### config.mk
export PLATFORM = sky130hd
export DESIGN_NAME = cmp_red_unit
export DESIGN_NICKNAME = d
export VERILOG_FILES = /design/src/rtl/cmp_red_unit.sv
export SDC_FILE = /design/constraint.sdc
export NUM_CORES = 1
export LEC_CHECK = 0
export CAP_MARGIN = 0
export CORE_MARGIN = 8
export CORE_UTILIZATION = 55
export DETAILED_ROUTE_END_ITERATION = 8
export PLACE_DENSITY_LB_ADDON = 0.05
export SYNTH_ARGS = -nofsm -noshare
export SYNTH_HDL_FRONTEND = slang
export SYNTH_SLANG_ARGS = --single-unit
### constraint.sdc
create_clock -name module_clk_i -period 34.6 [get_ports module_clk_i]
set_input_delay 6.92 -clock module_clk_i [delete_from_list [all_inputs] [get_ports module_clk_i]]
set_output_delay 6.92 -clock module_clk_i [all_outputs]
set_load 0.02 [all_outputs]
### src/rtl/cmp_red_unit.sv
// Pipelined packed compare / min-max unit with multi-beat min/max reduction.
// Ports: valid_i/ready_o beat in (a_i, b_i, op_i, signed_i, sew_i, red_i, first_i, last_i); valid_o/ready_i result out (result_o, mask_o).
module cmp_red_unit #(
  parameter  int DATA_WIDTH = 32,
  localparam int NMASK      = DATA_WIDTH / 8
) (
  input  logic                  module_clk_i,
  input  logic                  module_rst_i,
  input  logic                  valid_i,
  output logic                  ready_o,
  input  logic [DATA_WIDTH-1:0] a_i,
  input  logic [DATA_WIDTH-1:0] b_i,
  input  logic [2:0]            op_i,
  input  logic                  signed_i,
  input  logic [1:0]            sew_i,
  input  logic                  red_i,
  input  logic                  first_i,
  input  logic                  last_i,
  output logic                  valid_o,
  input  logic                  ready_i,
  output logic [DATA_WIDTH-1:0] result_o,
  output logic [NMASK-1:0]      mask_o
);

  localparam logic [2:0] OP_EQ  = 3'b000;
  localparam logic [2:0] OP_NE  = 3'b001;
  localparam logic [2:0] OP_LT  = 3'b010;
  localparam logic [2:0] OP_LE  = 3'b011;
  localparam logic [2:0] OP_GT  = 3'b100;
  localparam logic [2:0] OP_MIN = 3'b101;
  localparam logic [2:0] OP_MAX = 3'b110;

  typedef enum logic {IDLE, ACC} st_t;

  st_t st, st_nxt;

  logic [DATA_WIDTH-1:0] acc;
  logic [2:0]            lop;
  logic                  lsgn;
  logic [1:0]            lsew;

  logic                  fire;
  logic                  is_red;
  logic                  cont;
  logic                  drop;
  logic                  emit;
  logic [2:0]            e_op;
  logic                  e_sgn;
  logic [1:0]            e_sew;
  logic [5:0]            ew;
  logic [31:0]           wm;
  logic [31:0]           sb;
  logic [DATA_WIDTH-1:0] opy;
  logic [DATA_WIDTH-1:0] ev_res;
  logic [DATA_WIDTH-1:0] fold_res;
  logic [NMASK-1:0]      ev_msk;

  assign ready_o = !valid_o || ready_i;
  assign fire    = valid_i && ready_o;
  assign is_red  = red_i && (op_i == OP_MIN || op_i == OP_MAX);
  assign cont    = is_red && !first_i && (st == ACC);
  assign drop    = is_red && !first_i && (st == IDLE);
  assign emit    = !is_red || (last_i && !drop);

  // Continuation beats run on the fields latched at the first beat.
  assign e_op  = cont ? lop  : op_i;
  assign e_sgn = cont ? lsgn : signed_i;
  assign e_sew = cont ? lsew : sew_i;
  assign opy   = cont ? acc  : b_i;

  assign ew = (e_sew == 2'b00) ? 6'd8 :
              (e_sew == 2'b01) ? 6'd16 : 6'd32;
  assign wm = (ew == 6'd32) ? '1 : ((32'd1 << ew) - 32'd1);
  // Flipping the sign bit turns a signed compare into an unsigned one.
  assign sb = e_sgn ? (32'd1 << (ew - 6'd1)) : '0;

  always_comb begin : elem
    logic [31:0] xf, yf, xb, yb, r;
    logic        lt, eq, c;
    ev_res = '0;
    ev_msk = '0;
    xf = '0;
    yf = '0;
    xb = '0;
    yb = '0;
    r  = '0;
    lt = 1'b0;
    eq = 1'b0;
    c  = 1'b0;
    for (int k = 0; k < NMASK; k++) begin
      if ((k * int'(ew)) < DATA_WIDTH) begin
        xf = 32'(a_i >> (k * int'(ew))) & wm;
        yf = 32'(opy >> (k * int'(ew))) & wm;
        xb = xf ^ sb;
        yb = yf ^ sb;
        lt = xb < yb;
        eq = xf == yf;
        case (e_op)
          OP_EQ:   c = eq;
          OP_NE:   c = !eq;
          OP_LT:   c = lt;
          OP_LE:   c = lt || eq;
          OP_GT:   c = !(lt || eq);
          default: c = 1'b0;
        endcase
        unique case (1'b1)
          (e_op == OP_MIN): r = (yb < xb) ? yf : xf;
          (e_op == OP_MAX): r = (xb < yb) ? yf : xf;
          (e_op == 3'b111): r = '0;
          default:          r = c ? wm : '0;
        endcase
        ev_res    = ev_res | (DATA_WIDTH'(r) << (k * int'(ew)));
        ev_msk[k] = c;
      end
    end
  end

  // Strict compare keeps the lower index on ties.
  always_comb begin : fold
    logic [31:0] v, best;
    best = 32'(ev_res) & wm;
    v    = '0;
    for (int k = 1; k < NMASK; k++) begin
      if ((k * int'(ew)) < DATA_WIDTH) begin
        v = 32'(ev_res >> (k * int'(ew))) & wm;
        if (e_op == OP_MAX ? ((v ^ sb) > (best ^ sb))
                           : ((v ^ sb) < (best ^ sb)))
          best = v;
      end
    end
    fold_res = DATA_WIDTH'(best);
  end

  always_ff @(posedge module_clk_i) begin
    if (module_rst_i) st <= IDLE;
    else              st <= st_nxt;
  end

  always_comb begin
    st_nxt = st;
    if (fire && is_red && !drop)
      st_nxt = last_i ? IDLE : ACC;
  end

  always_ff @(posedge module_clk_i) begin
    if (module_rst_i) begin
      valid_o  <= 1'b0;
      result_o <= '0;
      mask_o   <= '0;
      acc      <= '0;
      lop      <= '0;
      lsgn     <= 1'b0;
      lsew     <= '0;
    end else begin
      if (valid_o && ready_i)
        valid_o <= 1'b0;
      if (fire) begin
        if (is_red && !drop)
          acc <= ev_res;
        if (is_red && first_i) begin
          lop  <= op_i;
          lsgn <= signed_i;
          lsew <= sew_i;
        end
        if (emit) begin
          valid_o  <= 1'b1;
          result_o <= is_red ? fold_res : ev_res;
          mask_o   <= is_red ? '0 : ev_msk;
        end
      end
    end
  end

endmodule
Word-level counts from Yosys, hierarchy flattened
Cells that the tools add are included.

Bits in registers: 76. Bits in latches: 0. RAM bits: 0. ROM bits: 0. Bits of input ports: 77. Word-level logic and storage cells: 177. Memories: 0.

Add/subtract/negate cells: 2. $mul: 1. Divide/modulo/power cells: 0. $lt $le $gt $ge: 17. Equality and inequality tests: 15. Shift operators: 14. Muxes and demuxes: 55. Bitwise logic cells: 30. Reduce and logical (&&, ||, !) cells: 35.

Operators with widths (count): two-way mux 32 bit (28); XOR 32 bit (14); AND 32 bit (12); one-hot mux 32 bit (3 select lines) (4); less-than comparator 32 bit (11); == test 32 bit (4); greater-than comparator 32 bit (3); OR 32 bit (3); >> shifter 32 x 6 -> 32 bit (3); >> shifter 32 x 7 -> 32 bit (3); << shifter 1 x 6 -> 32 bit, first input constant (2); >> shifter 32 x 32 -> 32 bit (2); less-than comparator 32 x 7 -> 1 bit, second input constant (1); << shifter 32 x 32 -> 32 bit (1); << shifter 32 x 6 -> 32 bit (1); << shifter 32 x 7 -> 32 bit (1); >> shifter 32 x 8 -> 32 bit (1); subtractor 32 x 1 -> 32 bit, second input constant (1); one-hot mux 1 bit (5 select lines) (4); == test 3 bit, second input constant (6); two-way mux 1 bit (14); zero test 1 bit (12); two-way mux 6 bit (2); logical AND 1 bit (11); other kinds (16) (25).

Logic depth before layout (Yosys ltp)
Depth after elaboration: 47. Mapped depth: 61.

Worst setup path before layout
Ideal clock, no wire load.

Kind: input port to flip-flop. Start: input port op_i[0]. End: register result_o[7]. Setup time: 0.059 ns. Arrival: 18.245 ns. Setup slack: 16.296 ns. Stages on the path: 58. Cell sequence: buf_4 -> xor2_4 -> nand2_2 -> buf_4 -> buf_4 -> buf_4 -> buf_2 -> mux2i_1 -> xnor2_1 -> nand2_1 -> ha_1 -> and4_1 -> a221o_1 -> o2111a_1 -> o21ai_0 -> buf_2 -> mux2i_1 -> a221oi_1 -> (+22 left out) -> and4_1 -> nor3_1 -> buf_2 -> mux2i_1 -> inv_1 -> ha_1 -> nor2b_1 -> o211ai_1 -> a21oi_1 -> a2111oi_0 -> o31ai_1 -> a21oi_1 -> mux2i_1 -> nand3_1 -> or2_2 -> clkbuf_1 -> inv_1 -> a221o_1.

Cells in the longest elaborated chain, start to end: 47. Elaborated cells on any way between the ends: 149.

Ends and longest elaborated chain: start, declared (RTL line 13) `input logic [2:0] op_i,`; parallel branches: the longest is 47 deep, another holds multiplier 2 x 6 -> 8 bit; end signal, assigned (RTL line 167) `result_o <= is_red ? fold_res : ev_res;`; end, declared (RTL line 21) `output logic [DATA_WIDTH-1:0] result_o,`.

Parallel ways; which one is timed is not known. The select of a mux whose other input is x is not followed. A chain may end at the register's enable or synchronous reset.

Worst setup path after layout
Start: input port op_i[2]. End: register result_o[5].

The elaborated chain is that of the path after synthesis.

==> reports/results.txt <==
Status = completed
Hold depth = 2
Routed Antenna Nets = 0
Hold slack = 0.476 ns
Final slew viol count = 0
Global-route wire length before repair = 90,900 µm
Pin slew with the least headroom to its limit = 1.21 ns
Vias = 16,500
PostCTS Resize Cnt = 0
Fillcell total = 2,257
Synth top area share = 20.2%
CORE AREA = 25,000 µm²
Initial Util = 55.4%
DR pass1 iterations = 8
CTS clk-pin slew, worst paths = 0.07 ns
Vias in the first global route = 15,200
Commonest cells in the netlist = ha_1, nand2_1, nor2_1, a21oi_1, mux2i_1
Top-count cell post-synth = ha_1
Ys flop type = dfxtp_1
Die area = 30,500 µm²
Yosys warnings = 0
Final hold vios = 0
WL/cell = 25.0 µm
GR Overflow Total = 0
Arrival time worst endpoint = 22.00 ns
Num CTS Buffers = 9
Syn_area_per_cell = 7.33 µm²
Post-CTS Hold Fix Bufs = 0
Root buf cell = clkbuf_16
DR DRC count = 0
R2r setup slk = 19.71 ns
Sequential fraction of the synthesis area = 11.0%
Row cnt = 58
CP peak stage delay = 0.77 ns
Setup violation total in the final timing report = 0
Bufs on Longest Clock Path = 2
CP Class = in -> reg
# IOs = 115
Final Non-Filler Cells = 2,440
TritonCTS clock tree = done
Reg2reg start = st
Global-route usage over all layers = 38.0%
Total negative slack = 0 ns
Diode count = 0
Die Y = 175 µm
Sink of the worst hold path = acc[6]
Detailed Route Iter0 Violations = 2,513
Gp weighted congestion = 1.06
Cell accounting for the most synthesized area = ha_1
Vias per cell = 6.76
Synth top area cells = ha_1, dfxtp_1, mux2i_1
Crit. End Element = flop
Post-placement cell count = 2,424
Layout cells sized above 1 = 5.12%
Min cycle time layout = 21.75 ns
Yosys reg bits = 76
Unrepaired setup endpoints after global routing = no
Cell Area, Synth = 13,800 µm²
Relative slew slack = 18.3%
Pwr Total = 464 µW
Initial antenna violation count = 3
Post-route clock period utilization = 62.9%
R2R Path End = result_o[5]
Worst reg2reg path depth = 51
CTS HTree Levels = 3
Setup Skew = 0.0130 ns
P_leak = 7.30 nW
HP Class = reg -> reg
Hold Startpoint = acc[6]
Area grow syn2layout = 16.3%
Post-synth EDFFs = 0
CP Max Fanout = 38
Power Density = 28.8 nW/µm²
Synth cell types = 97
Largest net degree at the start of global routing = 81
Max VDD drop = 0.0000250 V
Post-CTS Setup Inserts = 0
Sink Count = 76
Overall routed net length = 61,100 µm
# port buffers = 114
Critical path's slowest cell = nand2_1
# nets final = 2,406
CP Data Required Time = 34.85 ns
Fmax = 0.0460 GHz
Dpl hpwl = 48,100 µm
Die Width = 175 µm
Clk Latency, worst-skew pair = 0.35 ns
Startpoint types = input port
Max-cap violations = 0
Cells after Synth = 1,888
Asr flop ratio synth = 0%
==> worst max path at each step <==
stage,from,to,depth (start not counted),slack (ns)
final,op_i[2],result_o[5],52,12.85
after global routing,op_i[2],result_o[5],53,11.84
after CTS,op_i[2],result_o[7],53,13.40
after detailed placement,op_i[2],result_o[7],53,13.09
after global placement,op_i[2],result_o[7],53,13.70
after floorplan,op_i[0],result_o[7],58,16.30
==> cells in the final DEF (no fill, tap or decap), types with 14 or more instances in the layout <==
cell type / instances
a22oi_1: 31
conb_1: 177
and2_1: 43
ha_1: 224
nor4_1: 14
o211ai_1: 18
nor2b_1: 20
clkdlybuf4s50_1: 113
nand2b_1: 15
nand3_1: 85
o221ai_1: 31
o21a_1: 16
nand2_1: 193
mux2i_1: 97
a21oi_1: 120
o22ai_1: 18
nor3_1: 38
nand4_1: 50
a221oi_1: 22
nor2_1: 174
inv_1: 91
a211oi_1: 38
a21o_1: 30
dfxtp_1: 76
o21ai_0: 68
buf_4: 27
==> critical path: cells and delay by family <==
kind / cells / cell delay [ns]
multiplexers: 1 / 0.46
adder cells (fa/ha/maj): 4 / 1.22
AO/OA/AOI/OAI: 20 / 5.05
XOR/XNOR: 2 / 0.51
AND/OR/NAND/NOR: 20 / 5.77
buffers and inverters: 5 / 1.98
==> sequential cells by signal (all words and copies together) (netlist names) <==
register / flops
acc: 32
result_o: 32
mask_o: 4
lop: 3
lsew: 2
lsgn: 1
st: 1
valid_o: 1
==> layout make-up <==
cell class,count,area [µm²],area share (%)
clock buffer,9,225,1.40
timing repair buffer,141,1340,8.31
clock inverter,7,82.6,0.513
multi-input combinational,1785,12200,75.6
sequential,76,1520,9.45
tap,330,413,2.56
inverter,92,345,2.14
==> kinds of logic (layout without fill, tap and decap cells) <==
| kind of cell | Yosys count | after routing | synth area share (%) |
|---|---|---|---|
| buffers and inverters | 202 | 249 | 6.05 |
| other | 2 | 177 | 0.0543 |
| muxes | 110 | 110 | 8.09 |
| and+or+nand+nor | 700 | 700 | 24.4 |
| DFF | 76 | 76 | 11.0 |
| AOI/OAI and AO/OA | 554 | 554 | 28.7 |
| adders and majority gates | 224 | 224 | 20.2 |
| xor gates and xnor gates | 20 | 20 | 1.46 |
==> power by group <==
part | switching (mW) | internal [mW]
combinational | 0.171 | 0.0967
sequential | 0.00427 | 0.0921
clock | 0.0431 | 0.0571
total | 0.218 | 0.246
==> through the flow <==
| stage | worst slack, ns | util [%] | area, µm² |
|---|---|---|---|
| after floorplan | 16.30 | - | 14500 |
| after global placement | 13.70 | 63.3 | 15800 |
| after detailed placement | 13.09 | 63.3 | 15800 |
| after CTS | 13.40 | 64.5 | 16100 |
| after global routing | 11.84 | 64.5 | 16100 |
| final | 12.85 | 64.5 | 16100 |
==> layer usage <==
| layer | vias up | global-route usage, % | routed length (µm) |
|---|---|---|---|
| met5 | - | 0 | 13 |
| met4 | 2 | 22.1 | 4160 |
| met3 | 271 | 9.50 | 8070 |
| met2 | 1192 | 57.7 | 25900 |
| met1 | 7639 | 48.0 | 23000 |
| li1 | 7386 | - | - |
Power figures use the tool's default switching activity.
